`src/rtl/sram_arbiter_if.sv`:
```
// Signal bundle between two requesters, the arbiter and a single-port SRAM.
interface sram_arbiter_if #(
  parameter int WIDTH      = 8,
  parameter int ADDR_WIDTH = 3
);
  logic                  req_a;
  logic                  req_b;
  logic                  we_a;
  logic                  we_b;
  logic [ADDR_WIDTH-1:0] addr_a;
  logic [ADDR_WIDTH-1:0] addr_b;
  logic [WIDTH-1:0]      wdata_a;
  logic [WIDTH-1:0]      wdata_b;
  logic                  gnt_a;
  logic                  gnt_b;
  logic                  rvalid_a;
  logic                  rvalid_b;
  logic [WIDTH-1:0]      rdata_a;
  logic [WIDTH-1:0]      rdata_b;
  logic                  busy;
  logic                  mem_chip_sel;
  logic                  mem_read_ena;
  logic                  mem_write_ena;
  logic [ADDR_WIDTH-1:0] mem_address;
  logic [WIDTH-1:0]      mem_data_in;
  logic [WIDTH-1:0]      mem_data_out;

  // Handshake: req_x acts as valid and gnt_x as the one-cycle accept; the
  // requester holds req_x, we_x, addr_x and wdata_x stable until it sees
  // gnt_x, and a req_x still high after gnt_x is a fresh transaction.
  modport slave (
    input  req_a, req_b, we_a, we_b, addr_a, addr_b, wdata_a, wdata_b,
    input  mem_data_out,
    output gnt_a, gnt_b, rvalid_a, rvalid_b, rdata_a, rdata_b, busy,
    output mem_chip_sel, mem_read_ena, mem_write_ena, mem_address, mem_data_in
  );

  modport master (
    output req_a, req_b, we_a, we_b, addr_a, addr_b, wdata_a, wdata_b,
    output mem_data_out,
    input  gnt_a, gnt_b, rvalid_a, rvalid_b, rdata_a, rdata_b, busy,
    input  mem_chip_sel, mem_read_ena, mem_write_ena, mem_address, mem_data_in
  );
endinterface

```
`src/rtl/sram_arbiter.sv`:
```
// Round-robin arbiter giving two requesters access to one SRAM with
// registered command outputs and 1-cycle read-data latency.
module sram_arbiter #(
  parameter int WIDTH      = 8,
  parameter int DEPTH      = 8,
  parameter int ADDR_WIDTH = $clog2(DEPTH)
) (
  input  logic          clk,
  input  logic          reset,
  sram_arbiter_if.slave bus,
  output logic [1:0]    state_dbg
);

  typedef enum logic [1:0] {
    IDLE  = 2'd0,
    CMD   = 2'd1,
    RDATA = 2'd2
  } state_t;

  state_t                state_q, state_d;
  logic                  prio_q, prio_d;    // 0: A wins a tie, 1: B wins
  logic                  owner_q, owner_d;  // 1 when B owns the transaction
  logic                  gnt_a_q, gnt_a_d;
  logic                  gnt_b_q, gnt_b_d;
  logic                  rvalid_a_q, rvalid_a_d;
  logic                  rvalid_b_q, rvalid_b_d;
  logic                  cs_q, cs_d;
  logic                  re_q, re_d;
  logic                  we_q, we_d;
  logic [ADDR_WIDTH-1:0] addr_q, addr_d;
  logic [WIDTH-1:0]      din_q, din_d;
  logic                  pick_b;
  logic                  pick_we;

  always_comb begin
    state_d    = state_q;
    prio_d     = prio_q;
    owner_d    = owner_q;
    gnt_a_d    = 1'b0;
    gnt_b_d    = 1'b0;
    rvalid_a_d = 1'b0;
    rvalid_b_d = 1'b0;
    cs_d       = 1'b0;
    re_d       = 1'b0;
    we_d       = 1'b0;
    addr_d     = '0;
    din_d      = '0;
    pick_b     = 1'b0;
    pick_we    = 1'b0;
    case (state_q)
      IDLE: begin
        if (bus.req_a || bus.req_b) begin
          pick_b  = bus.req_b && (!bus.req_a || prio_q);
          pick_we = pick_b ? bus.we_b : bus.we_a;
          owner_d = pick_b;
          prio_d  = !pick_b;
          gnt_a_d = !pick_b;
          gnt_b_d = pick_b;
          cs_d    = 1'b1;
          we_d    = pick_we;
          re_d    = !pick_we;
          addr_d  = pick_b ? bus.addr_b : bus.addr_a;
          if (pick_we) din_d = pick_b ? bus.wdata_b : bus.wdata_a;
          state_d = CMD;
        end
      end
      CMD: begin
        // The SRAM samples the command at the end of this cycle; its read
        // data appears during RDATA, so rvalid is registered here.
        rvalid_a_d = re_q && !owner_q;
        rvalid_b_d = re_q && owner_q;
        state_d    = re_q ? RDATA : IDLE;
      end
      RDATA:   state_d = IDLE;
      default: state_d = IDLE;
    endcase
  end

  always_ff @(posedge clk or negedge reset) begin
    if (!reset) begin
      state_q    <= IDLE;
      prio_q     <= 1'b0;
      owner_q    <= 1'b0;
      gnt_a_q    <= 1'b0;
      gnt_b_q    <= 1'b0;
      rvalid_a_q <= 1'b0;
      rvalid_b_q <= 1'b0;
      cs_q       <= 1'b0;
      re_q       <= 1'b0;
      we_q       <= 1'b0;
      addr_q     <= '0;
      din_q      <= '0;
    end else begin
      state_q    <= state_d;
      prio_q     <= prio_d;
      owner_q    <= owner_d;
      gnt_a_q    <= gnt_a_d;
      gnt_b_q    <= gnt_b_d;
      rvalid_a_q <= rvalid_a_d;
      rvalid_b_q <= rvalid_b_d;
      cs_q       <= cs_d;
      re_q       <= re_d;
      we_q       <= we_d;
      addr_q     <= addr_d;
      din_q      <= din_d;
    end
  end

  assign bus.gnt_a         = gnt_a_q;
  assign bus.gnt_b         = gnt_b_q;
  assign bus.rvalid_a      = rvalid_a_q;
  assign bus.rvalid_b      = rvalid_b_q;
  assign bus.rdata_a       = rvalid_a_q ? bus.mem_data_out : '0;
  assign bus.rdata_b       = rvalid_b_q ? bus.mem_data_out : '0;
  assign bus.busy          = (state_q != IDLE);
  assign bus.mem_chip_sel  = cs_q;
  assign bus.mem_read_ena  = re_q;
  assign bus.mem_write_ena = we_q;
  assign bus.mem_address   = addr_q;
  assign bus.mem_data_in   = din_q;
  assign state_dbg         = state_q;

endmodule

```
`src/flat_wrapper.sv`:
```
// flat-port wrapper written by rule: the top's interface ports become plain ports
module sram_arbiter_flat 
#(
  parameter int WIDTH      = 8,
  parameter int DEPTH      = 8,
  parameter int ADDR_WIDTH = $clog2(DEPTH)
)
  (clk, reset, state_dbg, bus_req_a, bus_req_b, bus_we_a, bus_we_b, bus_addr_a, bus_addr_b, bus_wdata_a, bus_wdata_b, bus_mem_data_out, bus_gnt_a, bus_gnt_b, bus_rvalid_a, bus_rvalid_b, bus_rdata_a, bus_rdata_b, bus_busy, bus_mem_chip_sel, bus_mem_read_ena, bus_mem_write_ena, bus_mem_address, bus_mem_data_in);
  sram_arbiter_if #(.WIDTH(WIDTH), .ADDR_WIDTH(ADDR_WIDTH)) bus_i ();
  input  logic clk;
  input  logic reset;
  output logic [1:0] state_dbg;
  input wire logic [$bits(bus_i.req_a)-1:0] bus_req_a;
  input wire logic [$bits(bus_i.req_b)-1:0] bus_req_b;
  input wire logic [$bits(bus_i.we_a)-1:0] bus_we_a;
  input wire logic [$bits(bus_i.we_b)-1:0] bus_we_b;
  input wire logic [$bits(bus_i.addr_a)-1:0] bus_addr_a;
  input wire logic [$bits(bus_i.addr_b)-1:0] bus_addr_b;
  input wire logic [$bits(bus_i.wdata_a)-1:0] bus_wdata_a;
  input wire logic [$bits(bus_i.wdata_b)-1:0] bus_wdata_b;
  input wire logic [$bits(bus_i.mem_data_out)-1:0] bus_mem_data_out;
  output wire logic [$bits(bus_i.gnt_a)-1:0] bus_gnt_a;
  output wire logic [$bits(bus_i.gnt_b)-1:0] bus_gnt_b;
  output wire logic [$bits(bus_i.rvalid_a)-1:0] bus_rvalid_a;
  output wire logic [$bits(bus_i.rvalid_b)-1:0] bus_rvalid_b;
  output wire logic [$bits(bus_i.rdata_a)-1:0] bus_rdata_a;
  output wire logic [$bits(bus_i.rdata_b)-1:0] bus_rdata_b;
  output wire logic [$bits(bus_i.busy)-1:0] bus_busy;
  output wire logic [$bits(bus_i.mem_chip_sel)-1:0] bus_mem_chip_sel;
  output wire logic [$bits(bus_i.mem_read_ena)-1:0] bus_mem_read_ena;
  output wire logic [$bits(bus_i.mem_write_ena)-1:0] bus_mem_write_ena;
  output wire logic [$bits(bus_i.mem_address)-1:0] bus_mem_address;
  output wire logic [$bits(bus_i.mem_data_in)-1:0] bus_mem_data_in;
  assign bus_i.req_a = bus_req_a;
  assign bus_i.req_b = bus_req_b;
  assign bus_i.we_a = bus_we_a;
  assign bus_i.we_b = bus_we_b;
  assign bus_i.addr_a = bus_addr_a;
  assign bus_i.addr_b = bus_addr_b;
  assign bus_i.wdata_a = bus_wdata_a;
  assign bus_i.wdata_b = bus_wdata_b;
  assign bus_i.mem_data_out = bus_mem_data_out;
  assign bus_gnt_a = bus_i.gnt_a;
  assign bus_gnt_b = bus_i.gnt_b;
  assign bus_rvalid_a = bus_i.rvalid_a;
  assign bus_rvalid_b = bus_i.rvalid_b;
  assign bus_rdata_a = bus_i.rdata_a;
  assign bus_rdata_b = bus_i.rdata_b;
  assign bus_busy = bus_i.busy;
  assign bus_mem_chip_sel = bus_i.mem_chip_sel;
  assign bus_mem_read_ena = bus_i.mem_read_ena;
  assign bus_mem_write_ena = bus_i.mem_write_ena;
  assign bus_mem_address = bus_i.mem_address;
  assign bus_mem_data_in = bus_i.mem_data_in;
  sram_arbiter #(.WIDTH(WIDTH), .DEPTH(DEPTH), .ADDR_WIDTH(ADDR_WIDTH)) u_core (.clk(clk), .reset(reset), .bus(bus_i), .state_dbg(state_dbg));
endmodule
```
`config.mk`:
```
export PLATFORM = sky130hd
export DESIGN_NAME = sram_arbiter_flat
export DESIGN_NICKNAME = d
export VERILOG_FILES = /design/src/rtl/sram_arbiter_if.sv /design/src/rtl/sram_arbiter.sv /design/src/flat_wrapper.sv
export SDC_FILE = /design/constraint.sdc
export NUM_CORES = 1
export LEC_CHECK = 0
export CELL_PAD_IN_SITES_DETAIL_PLACEMENT = 1
export CELL_PAD_IN_SITES_GLOBAL_PLACEMENT = 2
export CORE_MARGIN = 5
export CORE_UTILIZATION = 19
export DETAILED_ROUTE_END_ITERATION = 8
export PLACE_DENSITY = 0.87
export SLEW_MARGIN = 10
export SYNTH_ARGS = -nofsm -noshare
export SYNTH_HDL_FRONTEND = slang
export SYNTH_SLANG_ARGS = --single-unit
export TNS_END_PERCENT = 50
```
`constraint.sdc`:
```
create_clock -name clk -period 1.5 [get_ports clk]
set_input_delay 0.45 -clock clk [delete_from_list [all_inputs] [get_ports clk]]
set_output_delay 0.45 -clock clk [all_outputs]
set_load 0.05 [all_outputs]
```
Yosys cells after proc, flatten, opt, wreduce, memory -nomap -nowiden
Cells that the tools add are included.
{"block": "word_totals", "word_cells": 51, "output_inout_bits": 37, "register_bits": 22, "input_bits": 36}
{"block": "classes", "n_mux": 25, "reduce_logical": 12, "n_eq_ne": 2}
{"operator": "8-bit two-way mux", "count": 6}
{"operator": "1-bit two-way mux", "count": 13}
{"operator": "3-bit two-way mux", "count": 3}
{"operator": "1-bit zero test", "count": 4}
{"operator": "2-bit two-way mux", "count": 2}
{"operator": "2-bit one-hot mux with 2 select lines", "count": 1}
{"operator": "1-bit logical AND", "count": 3}
{"operator": "2-bit by 1-bit equality test with 1-bit output, second input constant", "count": 1}
{"operator": "2-bit zero test", "count": 1}
{"operator": "1-bit logical OR", "count": 2}
{"operator": "2-bit by 1-bit != test with 1-bit output, second input constant", "count": 1}
{"operator": "2-bit AND reduction", "count": 1}
{"operator": "2-bit nonzero test", "count": 1}

Longest topological paths before layout
{"block": "logic_depth", "word_depth": 7, "ltp_mapped": 5}

Worst setup path before layout
OpenSTA, ideal clock, no wires.
{"block": "synth_timing", "kind": "register -> register", "startpoint": "reg u_core.state_q[0] (netlist: u_core.state_dbg[0])", "endpoint": "reg u_core.din_q[0] (netlist: u_core.bus.mem_data_in[0])", "stages_incl_launch_ff": 6, "arrival_time_ns": 1.560, "synth_period_minus_slack_ns": 1.633, "n_path_buf": 2, "setup_slack_ns": -0.133, "path_cell_list": "dfrtp_1 > or2_4 > or2_1 > buf_6 > buf_12 > a21oi_2"}
{"block": "synth_between", "elab_chain_cells": 2}
{"element": "start, declared", "line_no": "sram_arbiter.sv:20", "source": "state_t state_q, state_d;"}
{"element": "start signal, assigned", "line_no": "sram_arbiter.sv:94", "source": "state_q <= state_d;"}
{"element": "2-bit zero test", "line_no": "sram_arbiter.sv:50", "source": "case (state_q)"}
{"element": "8-bit two-way mux", "line_no": "sram_arbiter.sv:50"}
{"element": "named net u_core.din_d[0]", "line_no": "sram_arbiter.sv:31", "source": "logic [WIDTH-1:0] din_q, din_d;"}
{"element": "end signal, assigned", "line_no": "sram_arbiter.sv:105", "source": "din_q <= din_d;"}
{"element": "end, declared", "line_no": "sram_arbiter.sv:31"}
The timed path passes the listed nets, and every way through them passes these cells.
A chain may end at the register's enable or synchronous reset.

Worst setup path in the final report
{"block": "layout_timing", "startpoint": "reg u_core.state_q[1] (netlist: u_core.state_dbg[1])", "endpoint": "out bus_busy"}
{"block": "layout_between", "elab_chain_cells": 1}
{"element": "2-bit nonzero test", "line_no": "sram_arbiter.sv:115", "source": "assign bus.busy = (state_q != IDLE);"}
{"element": "end, declared", "line_no": "flat_wrapper.sv:28", "source": "output wire logic [$bits(bus_i.busy)-1:0] bus_busy;"}
No other way between the ends.

==> metrics.txt <==
status finished, violations left; failing checks setup timing; Worst R2R Start u_core.state_dbg[1]$_DFFE_PN0P_; vias in the first global route between 1000 and 1500; worst reg-to-reg setup slack 0.07 ns; HP Start u_core.owner_q$_DFFE_PN0P_; Unique masters post-synth 23; clk_lat worst skew ~0.27 ns; post-synth design cell area approximately 1100 sq um; Slew @ Worst Pin approximately 0.29 ns; class of the most critical hold timing path reg -> reg; main area contributors after synthesis dfrtp_1, and2_1, nand4b_1, a21oi_2, o211ai_1; Worst Setup SP u_core.state_dbg[1]$_DFFE_PN0P_; initial DRC count 46; combinational power share between 50% and 60%; Crit Path Category reg -> out; Sw Share between 30% and 40%; maxcap violations 0; clk sinks 22; DR pass1 iterations 4; dominant cell type by area after synthesis dfrtp_1; Final Cell Area 2480 sq um; startpoint class of the critical path register; Post-CTS Hold Fix Bufs 0; grt ovf 0; Setup TNS Final -0.0431 ns; crit path time final approximately 1.5 ns; count of final hold-check violations 0; max reg flops 8; dpl cell area 2330 sq um; # DRC 0; Syn Inst Count between 100 and 150; routed via count approximately 1100; Synth Register Bits 22; antenna-violating nets left 0; period utilisation layout 103%; cell leakage power around 1.0 nW; row count 27; PwrDens ~1200 nW/um^2; Detail Placement HPWL 3310 um; CTS tree built; fmax roughly 0.65 GHz; Fillers 591; total power approximately 0.003 W; Overall Global Routing Usage approximately 11%; clock-pin transition on the worst setup and hold timing paths roughly 0.08 ns; Yosys top cell area share roughly half; CP required between 1 and 1.5 ns; worst-path fanout max 2; Clock power frac roughly 14%; Vias/cell 4.34; root buf cell clkbuf_8; Ys Warns 0; WL final between 4000 and 5000 um; H-tree Lvls 1; VDD IR max around 440 uV; reg-to-reg endpoint u_core.bus.mem_address[0]$_DFF_PN0_; layout overhead on the synthesized area 129%; share of cells above drive strength 1 around 52%; Top-Level Pins 73; worst r2r path cells 5; Die Y approximately 86 um; RD Place Congestion approximately 0.75; Syn Nets between 100 and 150; CORE AREA about 5500 sq um; Int Power roughly 0.0018 W; Die Area 7320 sq um; mean post-synth cell area approximately 11 sq um; first-pass GRT wire length 6560 um; P_sw 0.00120 W; setup violators final 1; CP Capture Type output pin; ANT cells 0; initial antenna violation count 0; final setup margin -0.0431 ns; Layout Utilization 44.8%; RSZ-0062 raised after global routing true; wire length per cell roughly 16 um; die width between 80 and 90 um; Flop pwr share 27.4%; normalized max-slew margin 80.3%; Starting Density around a fifth; port buffer count 72; hold path depth 1; count of pins over their slew limit 0; Worst Hold Path EP u_core.bus.rvalid_a$_DFF_PN0_; register area share after synthesis around half; TritonCTS Buffers 3; Clock Skews slightly below 0.007 ns; Max Root-Sink Buffers 2; largest net degree at the start of global routing 23; crit path DAT between 1 and 1.5 ns; Nets 227
==> placed cells by master, fill, tap and decap left out <==
| cell | instances |
|---|---|
| nand4b_1 | 8 |
| or2_4 | 2 |
| nor2_1 | 1 |
| dfrtp_2 | 4 |
| clkbuf_8 | 4 |
| and3_1 | 1 |
| a21oi_2 | 9 |
| inv_1 | 2 |
| clkinvlp_4 | 1 |
| o21ai_0 | 7 |
| and2_4 | 16 |
| clkdlybuf4s50_1 | 26 |
| nand2b_1 | 1 |
| buf_4 | 20 |
| a21oi_1 | 3 |
| and2b_2 | 1 |
| nor2_4 | 1 |
| o21ai_1 | 1 |
| dlygate4sd2_1 | 9 |
| nor2_2 | 2 |
| and3b_2 | 1 |
| nor2b_1 | 1 |
| buf_8 | 1 |
| and2_1 | 1 |
| dfrtp_1 | 18 |
| nand3b_1 | 4 |
| o211ai_1 | 8 |
| buf_12 | 37 |
==> power groups by stage <==
stage	Combinational [W]	Clock, W	Sequential, W
2_1_floorplan	0.000509	0	0.00113
6_report	0.00178	0.000432	0.000833
3_5_place_dp	0.00167	0	0.000855
3_3_place_gp	0.00164	0	0.000854
4_1_cts	0.00177	0.000442	0.000835
5_1_grt	0.00186	0.000480	0.000854
==> how the worst max path moves through the flow <==
stage	end	slack [ns]	cells after the start
2_1_floorplan	u_core.bus.mem_data_in[0]$_DFF_PN0_	-0.03	5
4_1_cts	bus_busy	-0.04	2
6_report	bus_busy	-0.04	2
3_5_place_dp	u_core.bus.mem_read_ena$_DFF_PN0_	-0.34	4
5_1_grt	bus_busy	-0.07	2
3_3_place_gp	u_core.bus.mem_read_ena$_DFF_PN0_	-0.28	4
==> Yosys cell counts <==
library cell,number
nand3b_1,4
nor2b_1,1
buf_6,1
nor2_1,2
o21ai_0,8
a21oi_2,7
nand2b_1,1
a21oi_1,5
and2_1,17
and2b_1,1
or2_4,1
inv_1,3
and3b_2,1
o211ai_1,8
nor2_2,1
nand4b_1,8
or2_1,1
nor2_4,1
clkbuf_1,5
and3_1,1
dfrtp_1,22
buf_1,1
buf_12,1
==> per-layer routing <==
metal	wire length (um)	vias to the layer above	global-route usage, %
li1	-	529	-
met1	1630	548	13.6
met2	2120	55	20.1
met3	304	4	2.88
met4	38	0	3.60
met5	0	-	0
==> cell type report <==
type	count	area (sq um)	share of cell area (%)
clock buffers	4	55.1	2.22
inverters	3	15.0	0.605
multi-input cells	68	523	21.1
flip-flops and latches	22	556	22.4
well taps	72	90.1	3.63
repair buffers	93	1240	50.1
==> critical path: stages, from the launching register on <==
cell and delay [ns]:
dfrtp_2 0.41, or2_4 0.27, buf_8 0.15
==> repair_timing <==
item                                   in CTS  in global routing
gates resized for setup                    30                  5
endpoints found under the hold margin       0                  0
buffers inserted                            7                  1
setup endpoints to repair                  25                 31
pin swaps                                   8                  1
==> kinds of logic (layout without fill, tap and decap cells) <==
logic type,Yosys count,after routing,share of synthesized area (%)
and+or+nand+nor,40,40,26.1
AOI/OAI and AO/OA,28,28,17.2
DFF,22,22,50.7
buffers and inverters,11,100,6.00
==> metrics by stage <==
| stage | std cells | hold WS [ns] | setup slack [ns] |
|---|---|---|---|
| after floorplan | 101 | 0.154 | -0.0251 |
| after global routing | 262 | 0.496 | -0.0719 |
| after global placement | 250 | 0.433 | -0.285 |
| after detailed placement | 250 | 0.442 | -0.339 |
| after CTS | 261 | 0.449 | -0.0404 |
| final | 262 | 0.454 | -0.0431 |
Note: power is estimated with default switching activity, not from simulation.
